==> config.mk <==
export PLATFORM = sky130hd
export DESIGN_NAME = cred_scroll_ctl
export DESIGN_NICKNAME = d
export VERILOG_FILES = /design/src/rtl/cred_scroll_ctl.sv
export SDC_FILE = /design/constraint.sdc
export NUM_CORES = 1
export LEC_CHECK = 0
export BUFFER_PORTS_ARGS = -buffer_cell sky130_fd_sc_hd__buf_2
export CAP_MARGIN = 40
export CORE_ASPECT_RATIO = 1.1
export CORE_MARGIN = 10
export CORE_UTILIZATION = 40
export DETAILED_ROUTE_END_ITERATION = 7
export PLACE_DENSITY_LB_ADDON = 0.3
export SLEW_MARGIN = 40
export SYNTH_ARGS = -nofsm -noshare
export SYNTH_HDL_FRONTEND = slang
export SYNTH_SLANG_ARGS = --single-unit
==> constraint.sdc <==
create_clock -name clk -period 3.4 [get_ports clk]
set_input_delay 0.68 -clock clk [delete_from_list [all_inputs] [get_ports clk]]
set_output_delay 0.68 -clock clk [all_outputs]
set_load 0.005 [all_outputs]
==> src/rtl/cred_scroll_ctl.sv <==
// Credits text engine: overlays a character window on the VGA stream
// and scrolls it bottom-to-top, one step per frame, mouse controlled.
module cred_scroll_ctl #(
  parameter int TEXT_COLS = 16,
  parameter int TEXT_ROWS = 6,
  parameter int CHAR_W    = 8,
  parameter int CHAR_H    = 16,
  parameter int XPOS      = 448,
  parameter int V_RES     = 768,
  parameter int STEP      = 1,
  parameter int FAST_STEP = 4,
  parameter int WRAP      = 1
) (
  input  logic        clk,
  input  logic        rst,
  input  logic [10:0] hcount_in,
  input  logic [10:0] vcount_in,
  input  logic        hsync_in,
  input  logic        vsync_in,
  input  logic        hblnk_in,
  input  logic        vblnk_in,
  input  logic [11:0] rgb_in,
  input  logic [11:0] text_color,
  input  logic        mouse_left,
  input  logic        mouse_right,
  input  logic [7:0]  char_pixels,
  output logic [7:0]  char_xy,
  output logic [3:0]  char_line,
  output logic [10:0] hcount_out,
  output logic [10:0] vcount_out,
  output logic        hsync_out,
  output logic        vsync_out,
  output logic        hblnk_out,
  output logic        vblnk_out,
  output logic [11:0] rgb_out,
  output logic        done
);

  localparam int TEXT_H   = TEXT_ROWS * CHAR_H;
  localparam int TEXT_WPX = TEXT_COLS * CHAR_W;
  localparam logic [12:0] OFF_END = 13'(V_RES + TEXT_H);

  typedef enum logic [1:0] {
    S_SCROLL,
    S_PAUSE,
    S_DONE
  } state_t;

  state_t      state_q, state_d;
  logic [11:0] off_q, off_d;
  logic        vs_prev_q, vs_prev_d;
  logic        ml_s1_q, ml_s1_d;
  logic        ml_s2_q, ml_s2_d;
  logic        ml_prev_q, ml_prev_d;

  logic [7:0]  char_xy_q, char_xy_d;
  logic [3:0]  char_line_q, char_line_d;
  logic        flag1_q, flag1_d;
  logic        flag2_q, flag2_d;
  logic [2:0]  xidx1_q, xidx1_d;
  logic [2:0]  xidx2_q, xidx2_d;
  logic [11:0] rgb1_q, rgb1_d;
  logic [11:0] rgb2_q, rgb2_d;
  logic [11:0] rgb_out_q, rgb_out_d;
  logic [25:0] tm1_q, tm1_d;
  logic [25:0] tm2_q, tm2_d;
  logic [25:0] tm3_q, tm3_d;

  logic [12:0] vsum;
  logic [11:0] ly;
  logic [10:0] hrel;
  logic        in_win;
  logic        pix_on;
  logic        tick;
  logic        click;
  logic [11:0] step;
  logic [12:0] off_sum;

  // Overlay pipeline: address, ROM wait, composite
  always_comb begin
    vsum   = {2'b0, vcount_in} + {1'b0, off_q};
    ly     = 12'(vsum - 13'(V_RES));
    hrel   = hcount_in - 11'(XPOS);
    in_win = (vsum >= 13'(V_RES))
          && (ly < 12'(TEXT_H))
          && (hcount_in >= 11'(XPOS))
          && ({1'b0, hcount_in} < 12'(XPOS + TEXT_WPX));

    char_xy_d   = {4'(ly / 12'(CHAR_H)),
                   4'(hrel / 11'(CHAR_W))};
    char_line_d = 4'(ly % 12'(CHAR_H));
    flag1_d     = in_win;
    xidx1_d     = hrel[2:0];
    rgb1_d      = rgb_in;
    tm1_d       = {hcount_in, vcount_in, hsync_in,
                   vsync_in, hblnk_in, vblnk_in};

    flag2_d = flag1_q;
    xidx2_d = xidx1_q;
    rgb2_d  = rgb1_q;
    tm2_d   = tm1_q;
    tm3_d   = tm2_q;

    pix_on = flag2_q && char_pixels[3'd7 - xidx2_q];
    if (tm2_q[1] || tm2_q[0])
      rgb_out_d = '0;
    else if (pix_on)
      rgb_out_d = text_color;
    else
      rgb_out_d = rgb2_q;
  end

  // Scroll control; a click outranks a same-cycle frame tick
  always_comb begin
    vs_prev_d = vsync_in;
    ml_s1_d   = mouse_left;
    ml_s2_d   = ml_s1_q;
    ml_prev_d = ml_s2_q;
    tick      = vsync_in & ~vs_prev_q;
    click     = ml_s2_q & ~ml_prev_q;
    step      = mouse_right ? 12'(FAST_STEP) : 12'(STEP);
    off_sum   = {1'b0, off_q} + {1'b0, step};
    state_d   = state_q;
    off_d     = off_q;
    unique case (state_q)
      S_SCROLL: begin
        if (click) begin
          state_d = S_PAUSE;
        end else if (tick) begin
          if (off_sum >= OFF_END) begin
            if (WRAP != 0) begin
              off_d = '0;
            end else begin
              off_d   = OFF_END[11:0];
              state_d = S_DONE;
            end
          end else begin
            off_d = off_sum[11:0];
          end
        end
      end
      S_PAUSE: begin
        if (click)
          state_d = S_SCROLL;
      end
      S_DONE: begin
        if (click) begin
          off_d   = '0;
          state_d = S_SCROLL;
        end
      end
      default: state_d = S_SCROLL;
    endcase
  end

  always_ff @(posedge clk) begin
    if (rst) begin
      state_q     <= S_SCROLL;
      off_q       <= '0;
      vs_prev_q   <= 1'b0;
      ml_s1_q     <= 1'b0;
      ml_s2_q     <= 1'b0;
      ml_prev_q   <= 1'b0;
      char_xy_q   <= '0;
      char_line_q <= '0;
      flag1_q     <= 1'b0;
      flag2_q     <= 1'b0;
      xidx1_q     <= '0;
      xidx2_q     <= '0;
      rgb1_q      <= '0;
      rgb2_q      <= '0;
      rgb_out_q   <= '0;
      tm1_q       <= '0;
      tm2_q       <= '0;
      tm3_q       <= '0;
    end else begin
      state_q     <= state_d;
      off_q       <= off_d;
      vs_prev_q   <= vs_prev_d;
      ml_s1_q     <= ml_s1_d;
      ml_s2_q     <= ml_s2_d;
      ml_prev_q   <= ml_prev_d;
      char_xy_q   <= char_xy_d;
      char_line_q <= char_line_d;
      flag1_q     <= flag1_d;
      flag2_q     <= flag2_d;
      xidx1_q     <= xidx1_d;
      xidx2_q     <= xidx2_d;
      rgb1_q      <= rgb1_d;
      rgb2_q      <= rgb2_d;
      rgb_out_q   <= rgb_out_d;
      tm1_q       <= tm1_d;
      tm2_q       <= tm2_d;
      tm3_q       <= tm3_d;
    end
  end

  assign char_xy   = char_xy_q;
  assign char_line = char_line_q;
  assign rgb_out   = rgb_out_q;
  assign {hcount_out, vcount_out, hsync_out,
          vsync_out, hblnk_out, vblnk_out} = tm3_q;
  assign done      = (state_q == S_DONE);

endmodule

==> impl_metrics.env, run 1 <==
export IMPL_nets=632
export IMPL_worst_pin_slew_ns=0.706
export IMPL_crit_buf_inv=2
export IMPL_htree_levels=4
export IMPL_r2r_end="off_q[2]"
export IMPL_run_status="completed"
export IMPL_maxSlewViolCount=0
export IMPL_post_synth_edffs=0
export IMPL_per_instance_average_area_after_synthesis_um2=10.9
export IMPL_clk_root_buffer_cell="sky130_fd_sc_hd__clkbuf_16"
export IMPL_synth_largest_type_area_fraction_pct=58.0
export IMPL_report_final_hold_viol_count=0
export IMPL_vias_per_cell=4.59
export IMPL_die_y_um=136
export IMPL_unrepaired_setup_endpoints_after_global_routing="false"
export IMPL_timing_critical_path_cells="buf_2 > inv_1 > ha_1 > ha_1 > a21oi_4 > nor4b_1 > mux2_4 > or2_0 > or4_1 > a21oi_1"
export IMPL_cells_taking_the_most_area_after_synthesis="sky130_fd_sc_hd__dfxtp_1 (58%), sky130_fd_sc_hd__nor2b_1 (14%), sky130_fd_sc_hd__ha_1 (3.6%)"
export IMPL_synth_async_sr_flop_share_pct=0
export IMPL_clock_power_share_pct=49.0
export IMPL_route_final_wire_length_um=10200
export IMPL_antenna_found_initial=0
export IMPL_synth_sequential_area_ratio_pct=58.0
export IMPL_leakagePower_nw=2.74
export IMPL_area_of_the_core_mm2=0.0120
export IMPL_drt_pass1_iterations=4
export IMPL_critical_path_max_stage_delay_ns=0.50
export IMPL_final_min_clock_period_ns=2.99
export IMPL_r2r_start="off_q[0]"
export IMPL_buffer_ports_inserted=111
export IMPL_fin_area_mm2=0.00613
export IMPL_postSynthRegisterBits=141
export IMPL_cts_clk_slew_worst_paths_ns=0.06
export IMPL_hold_path_depth=1
export IMPL_route_antenna_remaining_nets=0
export IMPL_design_portCount=113
export IMPL_post_synth_inst_count=447
export IMPL_category_of_the_worst_setup_path_launch_point="input port"
export IMPL_critical_path_arrival_ns=3.32
export IMPL_postCtsResizedCells=0
export IMPL_net_switching_power_w=0.000829
export IMPL_grt_overflow=0
export IMPL_yosys_most_used_dff="sky130_fd_sc_hd__dfxtp_1"
export IMPL_reg2regPathDepth=8
export IMPL_first_global_vias=3277
export IMPL_slew_headroom_pct=52.6
export IMPL_dp_hpwl_um=7570
export IMPL_share_seq_of_total_power_pct=45.5
export IMPL_avgRoutedWirePerCell_um=14.1
export IMPL_final_layout_size_suffix_gt1_share_pct=27.5
export IMPL_critPathTopFamily="simple AND/OR/NAND/NOR gates"
export IMPL_floorplan_die_width_um=125
export IMPL_path_class="in2reg"
export IMPL_cts_tree="done"
export IMPL_endpoint_required_time_on_the_critical_path_ns=3.73
export IMPL_layout_area_overhead_vs_synth_pct=26.0
export IMPL_switching_share_pct=21.7
export IMPL_setup_tns_ns=0
export IMPL_reg2reg_slack_ns=0.45
export IMPL_post_route_util_pct=51.2
export IMPL_grt_first_pass_wirelength_um=15900
export IMPL_critPathMaxFanout=6
export IMPL_clock_sinks=141
export IMPL_power_w=0.00381
export IMPL_grt_usage_pct=11.8
export IMPL_ctsHoldBuffers=0
export IMPL_synthesis_yosys_warnings=0
export IMPL_endpoint_of_the_worst_hold_path="tm3_q[8]"
export IMPL_drt_iter0_markers=220
export IMPL_postSynthNetCount=524
export IMPL_yosys_cell_types_count=59
export IMPL_drc=0
export IMPL_vias=3313
export IMPL_place_gp_congestion=0.803
export IMPL_cellPowerDensity_mw_per_mm2=622
export IMPL_placedInstanceArea_mm2=0.00552
export IMPL_setup_violations_final=0
export IMPL_timing_max_cap_violations=0
export IMPL_worst_skew_pair_late_latency_ns=0.41
export IMPL_cts_buffers_inserted=17
export IMPL_slowest_stage="sky130_fd_sc_hd__or4_1"
export IMPL_internal_power_w=0.00299
export IMPL_vdd_drop_max_mv=0.370
export IMPL_synth_cell_area_mm2=0.00487
export IMPL_design_die_area_mm2=0.0170
export IMPL_hold_path_startpoint="tm2_q[8]"
export IMPL_hp_class="reg2reg"
export IMPL_grt_max_degree=66
export IMPL_initial_core_util_pct=40.6
export IMPL_crit_path_frequent_cell="sky130_fd_sc_hd__ha_1"
export IMPL_crit_path_end_kind="flip-flop"
export IMPL_cts_path_max_buffers=2
export IMPL_achievable_clock_frequency_mhz=335
export IMPL_post_cts_setup_buffer_count=0
export IMPL_power_combinational_fraction_pct=5.5
export IMPL_worst_clock_skew_ns=0.0151
export IMPL_period_share_pct=87.8
export IMPL_number_of_standard_cell_rows_in_the_floorplan=42
export IMPL_netlist_top_cell_by_area="sky130_fd_sc_hd__dfxtp_1"
export IMPL_num_antenna_cells=0
-- area by class of cell --
cell class	count	area [um^2]
multi-input combinational	276	1910
timing repair buffer	112	566
tap	154	193
inverter	7	26.3
fill	1105	5850
clock buffer	17	425
clock inverter	15	185
sequential	141	2820
-- state kept, by name (all words and copies together) (netlist names), 2 cells and up --
register and flops:
tm3_q 26, tm2_q 24, tm1_q 21, off_q 12
rgb1_q 12, rgb2_q 12, rgb_out 12, char_xy 8
char_line 4, xidx1_q 2, xidx2_q 2
-- power by group through the flow --
| stage | clock network, W | registers [W] | logic, W |
|---|---|---|---|
| floorplan | 0 | 0.00177 | 0.000126 |
| global placement | 0 | 0.00177 | 0.000205 |
| detailed placement | 0 | 0.00177 | 0.000212 |
| CTS | 0.00191 | 0.00174 | 0.000213 |
| global route | 0.00198 | 0.00174 | 0.000235 |
| finish | 0.00187 | 0.00174 | 0.000210 |
-- through the flow --
stage,setup WS [ns],hold WS (ns),instances
after floorplan,0.369,0.414,447
after global placement,0.167,0.416,690
after detailed placement,0.0520,0.420,690
after CTS,0.476,0.431,722
after global routing,0.300,0.443,722
final,0.414,0.428,722
-- how the worst max path moves through the flow --
stage          slack, ns         from        to  cells after the start
5_1_grt             0.30  mouse_right  off_q[2]                     10
3_3_place_gp        0.17  mouse_right  off_q[2]                     10
2_1_floorplan       0.37  mouse_right  off_q[2]                     10
6_report            0.41  mouse_right  off_q[2]                     10
3_5_place_dp        0.05  mouse_right  off_q[2]                     10
4_1_cts             0.48  mouse_right  off_q[2]                     10
-- placed cells by master (no fill, tap or decap), types with 3 or more instances in the layout --
cell type | synthesis | final
sky130_fd_sc_hd__mux2i_1 | 12 | 12
sky130_fd_sc_hd__dfxtp_1 | 141 | 141
sky130_fd_sc_hd__a211oi_1 | 5 | 5
sky130_fd_sc_hd__clkbuf_16 | 0 | 17
sky130_fd_sc_hd__and3_1 | 3 | 3
sky130_fd_sc_hd__inv_1 | 7 | 7
sky130_fd_sc_hd__nand2_1 | 11 | 11
sky130_fd_sc_hd__bufinv_16 | 0 | 3
sky130_fd_sc_hd__o41ai_1 | 3 | 3
sky130_fd_sc_hd__a22o_1 | 3 | 3
sky130_fd_sc_hd__clkinv_4 | 0 | 4
sky130_fd_sc_hd__nor2b_1 | 109 | 109
sky130_fd_sc_hd__inv_6 | 0 | 4
sky130_fd_sc_hd__buf_2 | 2 | 110
sky130_fd_sc_hd__nor4_1 | 3 | 3
sky130_fd_sc_hd__nand3_1 | 3 | 3
sky130_fd_sc_hd__a21o_1 | 3 | 3
sky130_fd_sc_hd__nor3_1 | 7 | 7
sky130_fd_sc_hd__nor2_1 | 35 | 35
sky130_fd_sc_hd__o21ai_0 | 7 | 7
sky130_fd_sc_hd__a21oi_1 | 6 | 6
sky130_fd_sc_hd__ha_1 | 14 | 14
sky130_fd_sc_hd__xnor2_1 | 8 | 8
-- kinds of logic after synthesis --
group	share of synthesized area [%]
compound gates	7.07
xor+xnor	1.80
fa+ha+maj	4.01
buf+inv	2.83
flops	58.0
mux	4.17
other cells	0.0771
simple gates	22.0
-- cells in the mapped netlist, drive strengths merged, types with 2 or more instances --
master and n:
or4b 2, buf 8, clkbuf 15, dfxtp 141, nor4 3, nand3 4, a22o 3, ha 14
and3 3, nor2 35, nor3 7, a2111oi 2, xor2 2, o41ai 3, nor4b 2, mux2i 12
and2 2, a211oi 5, a21o 3, mux4 2, mux2 3, xnor2 8, or2 4, nand4b 2
o21ai 7, a21oi 7, nand2 11, a31oi 2, nor2b 109, inv 7
-- routing by layer --
layer  wire [um]  track usage, %
met5           0               0
met4         274            6.91
met3         495            3.88
met1        4120            12.1
met2        5270            20.7
No activity file was read; power rests on OpenSTA's default activity.
==> run 2: changes to the inputs <==
Settings changed: CAP_MARGIN 40 to 20, CORE_ASPECT_RATIO 1.1 to not set.
==> run 2 against run 1 <==
Setup slack better by 0.0067 ns. Sequential power hardly changed. Global-route usage is 0.57 points higher. Clock-buffer cell count is 1 higher. Total power is 3.7% lower. Clock power is 7% lower. Critical path type unchanged. Worst hold slack better by 0.0025 ns. Utilization is 0.36 points lower. Largest cell class unchanged. Critical endpoint is now off_q[8]. Cell area is 0.88% lower. Fmax is 0.23% higher. First-iteration DRC count is 1.4% higher.
==> impl_metrics.env, run 2 (synthesized netlist as in run 1, its figures left out) <==
export IMPL_grt_usage_pct=12.4
export IMPL_place_gp_congestion=0.913
export IMPL_achievable_clock_frequency_mhz=336
export IMPL_cts_path_max_buffers=2
export IMPL_cellPowerDensity_mw_per_mm2=604
export IMPL_floorplan_die_width_um=130
export IMPL_nFillCells=1112
export IMPL_avgRoutedWirePerCell_um=14.2
export IMPL_die_y_um=130
export IMPL_number_of_standard_cell_rows_in_the_floorplan=40
export IMPL_route_antenna_remaining_nets=0
export IMPL_clock_sinks=141
export IMPL_layout_top_registers="tm3_q: 26 flops, tm2_q: 24 flops, tm1_q: 21 flops"
export IMPL_drt_iter0_markers=223
export IMPL_design_portCount=113
export IMPL_route_final_wire_length_um=10200
export IMPL_largest_register_ff_count=26
export IMPL_period_share_pct=87.6
export IMPL_unrepaired_setup_endpoints_after_global_routing="false"
export IMPL_grt_first_pass_wirelength_um=16200
export IMPL_leakagePower_nw=2.71
export IMPL_dp_hpwl_um=7680
export IMPL_layout_cells_most_common="sky130_fd_sc_hd__dfxtp_1"
export IMPL_grt_max_degree=84
export IMPL_layout_area_overhead_vs_synth_pct=24.9
export IMPL_final_layout_size_suffix_gt1_share_pct=27.3
export IMPL_cts_clk_slew_worst_paths_ns=0.06
export IMPL_hold_path_startpoint="tm1_q[7]"
export IMPL_timing_max_cap_violations=0
export IMPL_drc=0
export IMPL_cts_buffers_inserted=17
export IMPL_first_global_vias=3337
export IMPL_setup_tns_ns=0
export IMPL_setup_violations_final=0
export IMPL_layout_area_seq_mm2=0.00282
export IMPL_placedInstanceArea_mm2=0.00551
export IMPL_multi_input_area_mm2=0.00191
export IMPL_htree_levels=4
export IMPL_final_cell_mix="sky130_fd_sc_hd__dfxtp_1 (141), sky130_fd_sc_hd__buf_2 (110), sky130_fd_sc_hd__nor2b_1 (109)"
export IMPL_crit_path_end_kind="flip-flop"
export IMPL_area_of_the_core_mm2=0.0120
export IMPL_vias_per_cell=4.67
export IMPL_r2r_start="off_q[0]"
export IMPL_initial_core_util_pct=40.7
export IMPL_clk_root_buffer_cell="sky130_fd_sc_hd__clkbuf_16"
export IMPL_antenna_found_initial=0
export IMPL_slew_headroom_pct=53.8
export IMPL_post_cts_setup_buffer_count=0
export IMPL_postCtsResizedCells=0
export IMPL_vdd_drop_max_mv=0.310
export IMPL_layout_setup_ws_ns=0.420
export IMPL_hold_path_depth=1
export IMPL_timing_critical_path_from="mouse_right"
export IMPL_drt_pass1_iterations=4
export IMPL_largest_register="tm3_q"
export IMPL_nets=632
export IMPL_post_route_util_pct=50.8
export IMPL_run_status="completed"
export IMPL_worst_skew_pair_late_latency_ns=0.41
export IMPL_critical_path_arrival_ns=3.33
export IMPL_reg2regPathDepth=8
export IMPL_report_final_hold_viol_count=0
export IMPL_critPathMaxFanout=6
export IMPL_buffer_ports_inserted=111
export IMPL_worst_clock_skew_ns=0.00616
export IMPL_hp_class="reg2reg"
export IMPL_grt_overflow=0
export IMPL_fin_area_mm2=0.00608
export IMPL_ctsHoldBuffers=0
export IMPL_place_ws_ns=0.0529
export IMPL_design_die_area_mm2=0.0170
export IMPL_path_class="in2reg"
export IMPL_maxSlewViolCount=0
export IMPL_final_min_clock_period_ns=2.98
export IMPL_worst_pin_slew_ns=0.691
export IMPL_cts_tree="done"
export IMPL_vias=3339
export IMPL_category_of_the_worst_setup_path_launch_point="input port"
export IMPL_endpoint_required_time_on_the_critical_path_ns=3.75
export IMPL_num_antenna_cells=0
## run 2: layer usage
| layer | vias to the layer above | track usage (%) | routed length (um) |
|---|---|---|---|
| li1 | 1709 | - | - |
| met1 | 1508 | 12.9 | 3930 |
| met2 | 99 | 21.0 | 5280 |
| met3 | 23 | 4.26 | 696 |
| met4 | 0 | 7.61 | 276 |
| met5 | - | 0 | 0 |
## run 2: per-stage QoR
step / instances / total power [W] / hold slack (ns)
after CTS: 715 / 0.00372 / 0.433
after global routing: 715 / 0.00384 / 0.445
after detailed placement: 683 / 0.00198 / 0.420
after global placement: 683 / 0.00198 / 0.418
final: 715 / 0.00367 / 0.431
after floorplan: 447 / 0.00190 / 0.414
## run 2: power breakdown
group / switching [W] / leakage [nW] / internal [W]
Sequential: 0.0000185 / 1.16 / 0.00172
Clock: 0.000707 / 0.269 / 0.00102
Combinational: 0.000105 / 1.29 / 0.000104
## run 2: worst max-delay path: stages
cell and delay, ns:
sky130_fd_sc_hd__buf_2 0.11, sky130_fd_sc_hd__inv_1 0.05, sky130_fd_sc_hd__ha_1 0.26, sky130_fd_sc_hd__ha_1 0.36, sky130_fd_sc_hd__a21oi_4 0.13, sky130_fd_sc_hd__nor4b_1 0.42
sky130_fd_sc_hd__mux2_4 0.35, sky130_fd_sc_hd__or2_0 0.30, sky130_fd_sc_hd__nor4_1 0.45, sky130_fd_sc_hd__a22o_1 0.24
## run 2: area by class of cell
cell class	count	share of cell area (%)
clock buffers	18	7.06
flip-flops and latches	141	46.5
inverters	7	0.432
well taps	147	3.03
repair buffers	112	9.37
multi-input cells	276	31.5
clock inverters	14	2.18
## run 2: worst paths after layout
check / end / slack, ns
max: off_q[8] / 0.42
min: tm2_q[7] / 0.43
max reg2reg: off_q[8] / 0.47
min reg2reg: tm2_q[7] / 0.43
